`src/rtl/pll_ps_pkg.sv`:
```
// Shared types and constants for the PLL dynamic phase-shift stepper.
package pll_ps_pkg;

    typedef enum logic [2:0] {
        ST_IDLE,
        ST_SETUP,
        ST_PULSE,
        ST_GAP,
        ST_RST,
        ST_WAIT,
        ST_DONE
    } state_t;

    localparam logic OP_STEP = 1'b0;
    localparam logic OP_HOME = 1'b1;

    localparam int POS_W = 6;

    function automatic int max_int(input int a, input int b);
        return (a > b) ? a : b;
    endfunction

endpackage

```
`src/rtl/pll_ps_timer.sv`:
```
// Loadable down-counter that parks at zero; one instance times PULSE, GAP, RST and WAIT.
module pll_ps_timer #(
    parameter int CNT_W = 11
) (
    input  logic             clk,
    input  logic             rst_n,
    input  logic             load,
    input  logic [CNT_W-1:0] load_val,
    output logic             zero
);

    logic [CNT_W-1:0] cnt_q;
    logic [CNT_W-1:0] cnt_d;

    always_comb begin
        cnt_d = cnt_q;
        if (load) begin
            cnt_d = load_val;
        end else if (cnt_q != '0) begin
            cnt_d = cnt_q - CNT_W'(1);
        end
    end

    always_ff @(posedge clk or negedge rst_n) begin
        if (!rst_n) begin
            cnt_q <= '0;
        end else begin
            cnt_q <= cnt_d;
        end
    end

    assign zero = (cnt_q == '0);

endmodule

```
`src/rtl/pll_phase_stepper.sv`:
```
// Sequences PLL dynamic phase-shift pulses and HOME resets from MCU commands,
// tracking the phase position of every PLL output.
module pll_phase_stepper
    import pll_ps_pkg::*;
#(
    parameter int NUM_OUT         = 2,
    parameter int STEPS_PER_CYCLE = 40,
    parameter int PULSE_CYC       = 2,
    parameter int GAP_CYC         = 8,
    parameter int RST_CYC         = 16,
    parameter int LOCK_WAIT       = 1024
) (
    input  logic                     clk,
    input  logic                     rst_n,
    input  logic                     cmd_valid,
    output logic                     cmd_ready,
    input  logic                     cmd_op,
    input  logic [2:0]               cmd_sel,
    input  logic                     cmd_dir,
    input  logic [7:0]               cmd_count,
    output logic                     done,
    output logic                     err,
    output logic                     busy,
    output logic [2:0]               ps_clksel,
    output logic                     ps_down,
    output logic                     ps_step,
    output logic                     pll_reset,
    output logic [NUM_OUT*POS_W-1:0] pos
);

    localparam int MAX_CYC = max_int(max_int(LOCK_WAIT, RST_CYC), max_int(PULSE_CYC, GAP_CYC));
    localparam int CNT_W   = $clog2(MAX_CYC + 1);

    state_t           state_q, state_d;
    logic             cmd_ready_q, cmd_ready_d;
    logic             done_q, done_d;
    logic             err_q, err_d;
    logic             busy_q, busy_d;
    logic [2:0]       ps_clksel_q, ps_clksel_d;
    logic             ps_down_q, ps_down_d;
    logic             ps_step_q, ps_step_d;
    logic             pll_reset_q, pll_reset_d;
    logic [7:0]       rem_q, rem_d;
    logic [POS_W-1:0] pos_q [NUM_OUT];
    logic [POS_W-1:0] pos_d [NUM_OUT];

    logic             tmr_load;
    logic [CNT_W-1:0] tmr_val;
    logic             tmr_zero;
    logic             sel_bad;

    assign sel_bad = (int'(cmd_sel) >= NUM_OUT);

    // Position wraps modulo STEPS_PER_CYCLE in either direction.
    function automatic logic [POS_W-1:0] step_pos(input logic [POS_W-1:0] p, input logic down);
        if (down) begin
            return (p == '0) ? POS_W'(STEPS_PER_CYCLE - 1) : p - POS_W'(1);
        end
        return (p == POS_W'(STEPS_PER_CYCLE - 1)) ? '0 : p + POS_W'(1);
    endfunction

    pll_ps_timer #(
        .CNT_W(CNT_W)
    ) u_timer (
        .clk     (clk),
        .rst_n   (rst_n),
        .load    (tmr_load),
        .load_val(tmr_val),
        .zero    (tmr_zero)
    );

    always_comb begin
        state_d     = state_q;
        done_d      = 1'b0;
        err_d       = 1'b0;
        ps_clksel_d = ps_clksel_q;
        ps_down_d   = ps_down_q;
        ps_step_d   = ps_step_q;
        pll_reset_d = pll_reset_q;
        rem_d       = rem_q;
        pos_d       = pos_q;
        tmr_load    = 1'b0;
        tmr_val     = '0;

        case (state_q)
            ST_IDLE: begin
                if (cmd_valid && cmd_ready_q) begin
                    if (cmd_op == OP_HOME) begin
                        state_d     = ST_RST;
                        pll_reset_d = 1'b1;
                        tmr_load    = 1'b1;
                        tmr_val     = CNT_W'(RST_CYC - 1);
                        for (int k = 0; k < NUM_OUT; k++) pos_d[k] = '0;
                    end else if (sel_bad || cmd_count == 8'd0) begin
                        state_d = ST_DONE;
                        done_d  = 1'b1;
                        err_d   = sel_bad;
                    end else begin
                        state_d     = ST_SETUP;
                        ps_clksel_d = cmd_sel;
                        ps_down_d   = cmd_dir;
                        rem_d       = cmd_count;
                    end
                end
            end
            ST_SETUP: begin
                state_d   = ST_PULSE;
                ps_step_d = 1'b1;
                tmr_load  = 1'b1;
                tmr_val   = CNT_W'(PULSE_CYC - 1);
                for (int k = 0; k < NUM_OUT; k++)
                    if (int'(ps_clksel_q) == k) pos_d[k] = step_pos(pos_q[k], ps_down_q);
            end
            ST_PULSE: begin
                if (tmr_zero) begin
                    state_d   = ST_GAP;
                    ps_step_d = 1'b0;
                    rem_d     = rem_q - 8'd1;
                    tmr_load  = 1'b1;
                    tmr_val   = CNT_W'(GAP_CYC - 1);
                end
            end
            ST_GAP: begin
                if (tmr_zero) begin
                    if (rem_q != 8'd0) begin
                        state_d   = ST_PULSE;
                        ps_step_d = 1'b1;
                        tmr_load  = 1'b1;
                        tmr_val   = CNT_W'(PULSE_CYC - 1);
                        for (int k = 0; k < NUM_OUT; k++)
                            if (int'(ps_clksel_q) == k) pos_d[k] = step_pos(pos_q[k], ps_down_q);
                    end else begin
                        state_d = ST_DONE;
                        done_d  = 1'b1;
                    end
                end
            end
            ST_RST: begin
                if (tmr_zero) begin
                    state_d     = ST_WAIT;
                    pll_reset_d = 1'b0;
                    tmr_load    = 1'b1;
                    tmr_val     = CNT_W'(LOCK_WAIT - 1);
                end
            end
            ST_WAIT: begin
                if (tmr_zero) begin
                    state_d = ST_DONE;
                    done_d  = 1'b1;
                end
            end
            ST_DONE: state_d = ST_IDLE;
            default: state_d = ST_IDLE;
        endcase

        cmd_ready_d = (state_d == ST_IDLE);
        busy_d      = (state_d != ST_IDLE);
    end

    always_ff @(posedge clk or negedge rst_n) begin
        if (!rst_n) begin
            state_q     <= ST_IDLE;
            cmd_ready_q <= 1'b0;
            done_q      <= 1'b0;
            err_q       <= 1'b0;
            busy_q      <= 1'b0;
            ps_clksel_q <= '0;
            ps_down_q   <= 1'b0;
            ps_step_q   <= 1'b0;
            pll_reset_q <= 1'b0;
            rem_q       <= '0;
            for (int k = 0; k < NUM_OUT; k++) pos_q[k] <= '0;
        end else begin
            state_q     <= state_d;
            cmd_ready_q <= cmd_ready_d;
            done_q      <= done_d;
            err_q       <= err_d;
            busy_q      <= busy_d;
            ps_clksel_q <= ps_clksel_d;
            ps_down_q   <= ps_down_d;
            ps_step_q   <= ps_step_d;
            pll_reset_q <= pll_reset_d;
            rem_q       <= rem_d;
            pos_q       <= pos_d;
        end
    end

    always_comb begin
        pos = '0;
        for (int k = 0; k < NUM_OUT; k++) pos[k*POS_W +: POS_W] = pos_q[k];
    end

    assign cmd_ready = cmd_ready_q;
    assign done      = done_q;
    assign err       = err_q;
    assign busy      = busy_q;
    assign ps_clksel = ps_clksel_q;
    assign ps_down   = ps_down_q;
    assign ps_step   = ps_step_q;
    assign pll_reset = pll_reset_q;

endmodule

```
`config.mk`:
```
export PLATFORM = sky130hd
export DESIGN_NAME = pll_phase_stepper
export DESIGN_NICKNAME = d
export VERILOG_FILES = /design/src/rtl/pll_ps_pkg.sv /design/src/rtl/pll_ps_timer.sv /design/src/rtl/pll_phase_stepper.sv
export SDC_FILE = /design/constraint.sdc
export NUM_CORES = 1
export LEC_CHECK = 0
export ABC_AREA = 1
export CAP_MARGIN = 30
export CORE_MARGIN = 1
export CORE_UTILIZATION = 60
export CTS_CLUSTER_DIAMETER = 80
export DETAILED_ROUTE_END_ITERATION = 6
export GPL_TIMING_DRIVEN = 0
export PLACE_DENSITY = 0.86
export SYNTH_ARGS = -nofsm -noshare
export SYNTH_HDL_FRONTEND = slang
export SYNTH_SLANG_ARGS = --single-unit
```
`constraint.sdc`:
```
create_clock -name clk -period 4.45 [get_ports clk]
set_clock_uncertainty 0.15 [all_clocks]
set_input_delay 1.335 -clock clk [delete_from_list [all_inputs] [get_ports clk]]
set_output_delay 1.335 -clock clk [all_outputs]
set_load 0.02 [all_outputs]
```
After elaboration in Yosys (flattened, before gate mapping)

Index checks and enable logic that the tools add are counted.

Register bits: 44
Bits in latches: 0
Bits in writable memories: 0
Memory bits (read-only): 0
Input port bits: 16
Output and inout port bits: 22
Word-level logic and storage cells: 142
Memories kept: 0

Add/subtract/negate cells: 6
Multiply operators: 0
Div/mod/pow operators: 0
Order comparisons: 1
Equality and inequality tests: 20
Shift-type cells: 0
Muxes and demuxes: 76
Bitwise logic cells: 2
Reduce and logical (&&, ||, !) cells: 24

Operator list:

| kind                    | number |
|---|---|
| $mux W6                 | 14 |
| $pmux W10 S5            | 1 |
| $mux W12                | 4 |
| $pmux W12 S3            | 1 |
| $mux W1                 | 32 |
| $mux W8                 | 4 |
| $mux W3                 | 9 |
| $ne A2 B2 Y1 const B    | 12 |
| $mux W11                | 2 |
| $pmux W3 S6             | 1 |
| $pmux W8 S2             | 1 |
| $reduce_and A7 Y1       | 2 |
| $add A6 B1 Y6 const B   | 2 |
| $eq A6 B6 Y1 const B    | 2 |
| $logic_not A6 Y1        | 2 |
| $reduce_and A4 Y1       | 3 |
| $sub A6 B1 Y6 const B   | 2 |
| $logic_not A11 Y1       | 1 |
| $reduce_bool A11 Y1     | 1 |
| $sub A11 B1 Y11 const B | 1 |
| $mux W10                | 1 |
| $eq A3 B2 Y1 const B    | 3 |
| $logic_not A3 Y1        | 3 |
| $reduce_bool A3 Y1      | 3 |
| other kinds (16)        | 22 |

Longest topological paths before layout

Depth after elaboration: 10
Depth in mapped cells: 11
Gate-level depth less buffers: 11

Cells and area by module

Synthesis repeated with hierarchy kept, for this count alone.

Cells, all modules: 453
Area, all modules: 3095.5 um2

By module, submodules not included:

| module            | times used | cells an instance | area each (um2) | sequential area each (um2) |
|---|---|---|---|---|
| pll_phase_stepper | 1          | 348               | 2369.8          | 825.8 |
| pll_ps_timer      | 1          | 105               | 725.7           | 275.3 |

Least setup slack after synthesis

Ideal clock, no wire load.

Kind: input to register
Start: input port cmd_valid
End: register u_timer.cnt_q[0]
Library setup time: 0.121 ns
Data arrival time: 2.099 ns
Setup slack: 2.080 ns
Stages: 9
Buffers on the path: 0
Cells stage by stage: nand2_1 inv_1 nand2_1 nor2_1 nor2_4 nand4_1 inv_2 nand2_1 nand2_1

Longest elaborated chain between the ends: 4
Elaborated cells between the ends (all ways): 7
Classes of those cells: 5 x mux; 2 x reduce/logical

RTL lines:

| item                                                  | RTL line                | text |
|---|---|---|
| from (decl)                                           | pll_phase_stepper.sv:15 | `input logic cmd_valid,` |
| $logic_and A1 B1 Y1 (*)                               | pll_phase_stepper.sv:87 | `if (cmd_valid && cmd_ready_q) begin` |
| $mux W4 / $mux W1 (equally long branches)             | pll_phase_stepper.sv:87 |  |
| $pmux W10 S5 / $pmux W1 S4 (equally long branches)    | pll_phase_stepper.sv:85 | `case (state_q)` |
| $mux W11 / $reduce_bool A2 Y1 (equally long branches) | --                      |  |
| to (signal assigned)                                  | pll_ps_timer.sv:28      | `cnt_q <= cnt_d;` |
| to (decl)                                             | pll_ps_timer.sv:12      | `logic [CNT_W-1:0] cnt_q;` |

Mark *: on every way between the ends. The rest lies on a longest branch, timed or not.
A chain may end at the register's enable or synchronous reset.

Final worst setup path

Start: register pos_q (netlist bit pos[1])
End: output port pos[1]

RTL lines:

| item                   | RTL line                 | text |
|---|---|---|
| from (decl)            | pll_phase_stepper.sv:44  | `logic [POS_W-1:0] pos_q [NUM_OUT];` |
| from (signal assigned) | pll_phase_stepper.sv:184 | `pos_q <= pos_d;` |
| to (decl)              | pll_phase_stepper.sv:28  | `output logic [NUM_OUT*POS_W-1:0] pos` |

No word-level cell between the ends.

==> results.json <==
{
  "status": "complete, no violations",
  "max_slew.worst_pin.slew_ns": 0.4406,
  "diodes": 0,
  "clk_pin_slew_ns": 0.08,
  "path_class": "reg -> out",
  "dpl_worst_slack_ns": 1.424,
  "synthAdderAreaFrac": 0.03409,
  "drive_gt1_frac": 0.08120,
  "cp.depth": 1,
  "cp_data_required_time_ns": 2.96,
  "holdWs_ns": 0.3712,
  "dr.pass1.iters": 5,
  "p_leak_nw": 1.718,
  "syn_nets": 447,
  "post-cts-setup-buffers": 0,
  "rsz0062_at_grt": "no",
  "dpl_cell_area_um2": 3406,
  "ys.warnings.count": 0,
  "die_h_um": 71.96,
  "cts-buffers-inserted": 5,
  "fmax_ghz": 0.3427,
  "yosysTopAreaCell": "dfrtp_1",
  "synth-seq-cells": 44,
  "grt_max_degree": 31,
  "r2r_slack_ns": 2.27,
  "fin_tns_setup_ns": 0,
  "drtAntennaViolNets": 0,
  "cts_buffer_depth": 2,
  "period_needed_ns": 2.918,
  "power_frac_comb": 0.551,
  "place.port_buffers": 37,
  "slew_violations": 0,
  "final_util": 0.7415,
  "viasPerCell": 5.445,
  "synthSimpleGateAreaFrac": 0.3387,
  "timing.critical_path.to": "pos[1]",
  "wl_um": 6837,
  "io_pins": 38,
  "synthCells": 423,
  "die-area_um2": 5178,
  "rows": 25,
  "stdcell_count": 535,
  "vdd_drop_max_uv": 341.6,
  "die_w_um": 71.96,
  "slew_headroom": 0.7063,
  "final_area_um2": 3502,
  "cts_tree": "done",
  "syn_area_um2": 2937,
  "synth_top_area_share": 0.3749,
  "r2r_cells": 11,
  "cp.arrival_ns": 1.43,
  "hp-class": "reg -> reg",
  "p_switching_uw": 984.6,
  "cts-root-buf": "clkbuf_8",
  "drtIter0Drc": 171,
  "grt_use_total": 0.2913,
  "synth_top_family_by_area": "simple AND/OR/NAND/NOR gates",
  "r2r_start": "u_timer.cnt_q[0]",
  "hpwlAfterDp_um": 5225,
  "end_kind": "output port",
  "p_seq_frac": 0.318,
  "avgSynthCellArea_um2": 6.942,
  "synth_xor_area_frac": 0.03579,
  "clkPwrFrac": 0.131,
  "grt_pass1_vias": 2640,
  "worst_slack_ns": 1.532,
  "multi_input_area_um2": 1594,
  "synth-compound-area-share": 0.1308,
  "synthToLayoutAreaGrowth_pct": 19.26,
  "htree_num_levels": 2,
  "crit_path_start": "pos[1]",
  "internal_power_mw": 1.104,
  "final_nets": 492,
  "core_area_um2": 4723,
  "final.period_utilization": 0.6557,
  "worstPathCellList": "clkdlybuf4s50_1",
  "drc_errors": 0,
  "seq_area_um2": 1101,
  "hold_viol": 0,
  "route.vias.total": 2913,
  "cp_slowest_stage_delay_ns": 0.65,
  "setup_viol": 0,
  "grt_pass1_wl_um": 11810,
  "nFillCells": 390,
  "critPathTopFamily": "buffers and inverters",
  "clock_latency_ns": 0.29,
  "synthMuxAreaShare": 0.003409,
  "gp_congestion": 0.8901,
  "cp.buffers_inverters": 1,
  "ctsHoldBuffers": 0,
  "cp_slowest_cell": "clkdlybuf4s50_1",
  "antenna_found_initial": 0,
  "reg2reg_to": "rem_q[6]",
  "yosys.cell_types.count": 31,
  "wl_per_cell_um": 12.78,
  "ctsResizeCount": 0,
  "clock_sinks": 44,
  "dp.cells": 528,
  "power.total_mw": 2.089,
  "ys_seq_area_frac": 0.3749,
  "grt-ovfl-total": 0,
  "cap_violations": 0,
  "synth.area.top_cells": "dfrtp_1, nand2_1, nand3_1",
  "p_per_area_nw_per_um2": 596.4,
  "setup.worst_path.start_class": "flip-flop",
  "start_util": 0.6217,
  "path_max_fanout": 7,
  "switching_share": 0.4714
}
synthesized netlist by cell type, drive strengths merged:
cell    number
mux2i        1
inv         57
o21bai       1
o21ai       48
or2          2
clkbuf       2
nand3b       1
nand3       40
o211ai       1
nor2        55
ha           8
xor2        10
a21boi       2
o22ai        1
a31oi        1
dfrtp       44
nand2      112
xnor2        2
nand4       14
buf          3
a21oi       18
layout make-up:
class / instances / area share
buffer: 5 / 0.007860
clock buffer: 7 / 0.02751
inverter: 57 / 0.06109
sequential: 44 / 0.3144
tap: 67 / 0.02394
multi-input combinational: 317 / 0.4552
timing repair buffer: 38 / 0.1100
cell usage in the layout, fill, tap and decap left out, drive strengths merged, types with 5 or more instances in the layout:
cell type and count:
a21oi 18, buf 5, clkbuf 9, clkdlybuf4s50 36
dfrtp 44, ha 8, inv 57, nand2 112
nand3 40, nand4 14, nor2 55, o21ai 48
xor2 10
power groups by stage:
stage	Clock [mW]	Sequential [mW]	Combinational (mW)
2_1_floorplan	0	0.705	0.765
3_3_place_gp	0	0.666	1.10
3_5_place_dp	0	0.668	1.13
4_1_cts	0.276	0.663	1.14
5_1_grt	0.291	0.681	1.30
6_report	0.273	0.665	1.15
kinds of logic after synthesis:
logic type | after synthesis
AND/OR/NAND/NOR | 224
AO/OA/AOI/OAI | 72
buffers and inverters | 62
flip-flops | 44
XOR/XNOR | 12
adder cells (fa/ha/maj) | 8
multiplexers | 1
sequential cells by signal, summed over array words and instances, names as in the netlist:
signal	cells
pos	12
u_timer.cnt_q	11
rem_q	8
ps_clksel	3
state_q	3
busy	1
cmd_ready	1
done	1
err	1
pll_reset	1
ps_down	1
ps_step	1
per-layer routing:
| metal | track usage | vias up | share of wire |
|---|---|---|---|
| met1 | 0.4044 | 1348 | 0.47 |
| met2 | 0.4811 | 90 | 0.48 |
| li1 | - | 1465 | - |
| met3 | 0.04444 | 10 | 0.041 |
| met5 | 0 | - | 0 |
| met4 | 0.07625 | 0 | 0.012 |
how the worst min path moves through the flow:
stage,from,depth (start not counted),endpoint,slack (ns)
after floorplan,u_timer.cnt_q[0],2,u_timer.cnt_q[0],0.32
after global placement,u_timer.cnt_q[0],2,u_timer.cnt_q[0],0.35
after detailed placement,pll_reset,2,pll_reset,0.35
after CTS,pll_reset,2,pll_reset,0.37
after global routing,pll_reset,2,pll_reset,0.40
final,pll_reset,2,pll_reset,0.37
tightest hold or removal path: stages, from the launching register on:
cell     delay, ns
dfrtp_1       0.35
o21ai_0       0.09
inv_1         0.06
(Power assumes the default switching activity.)
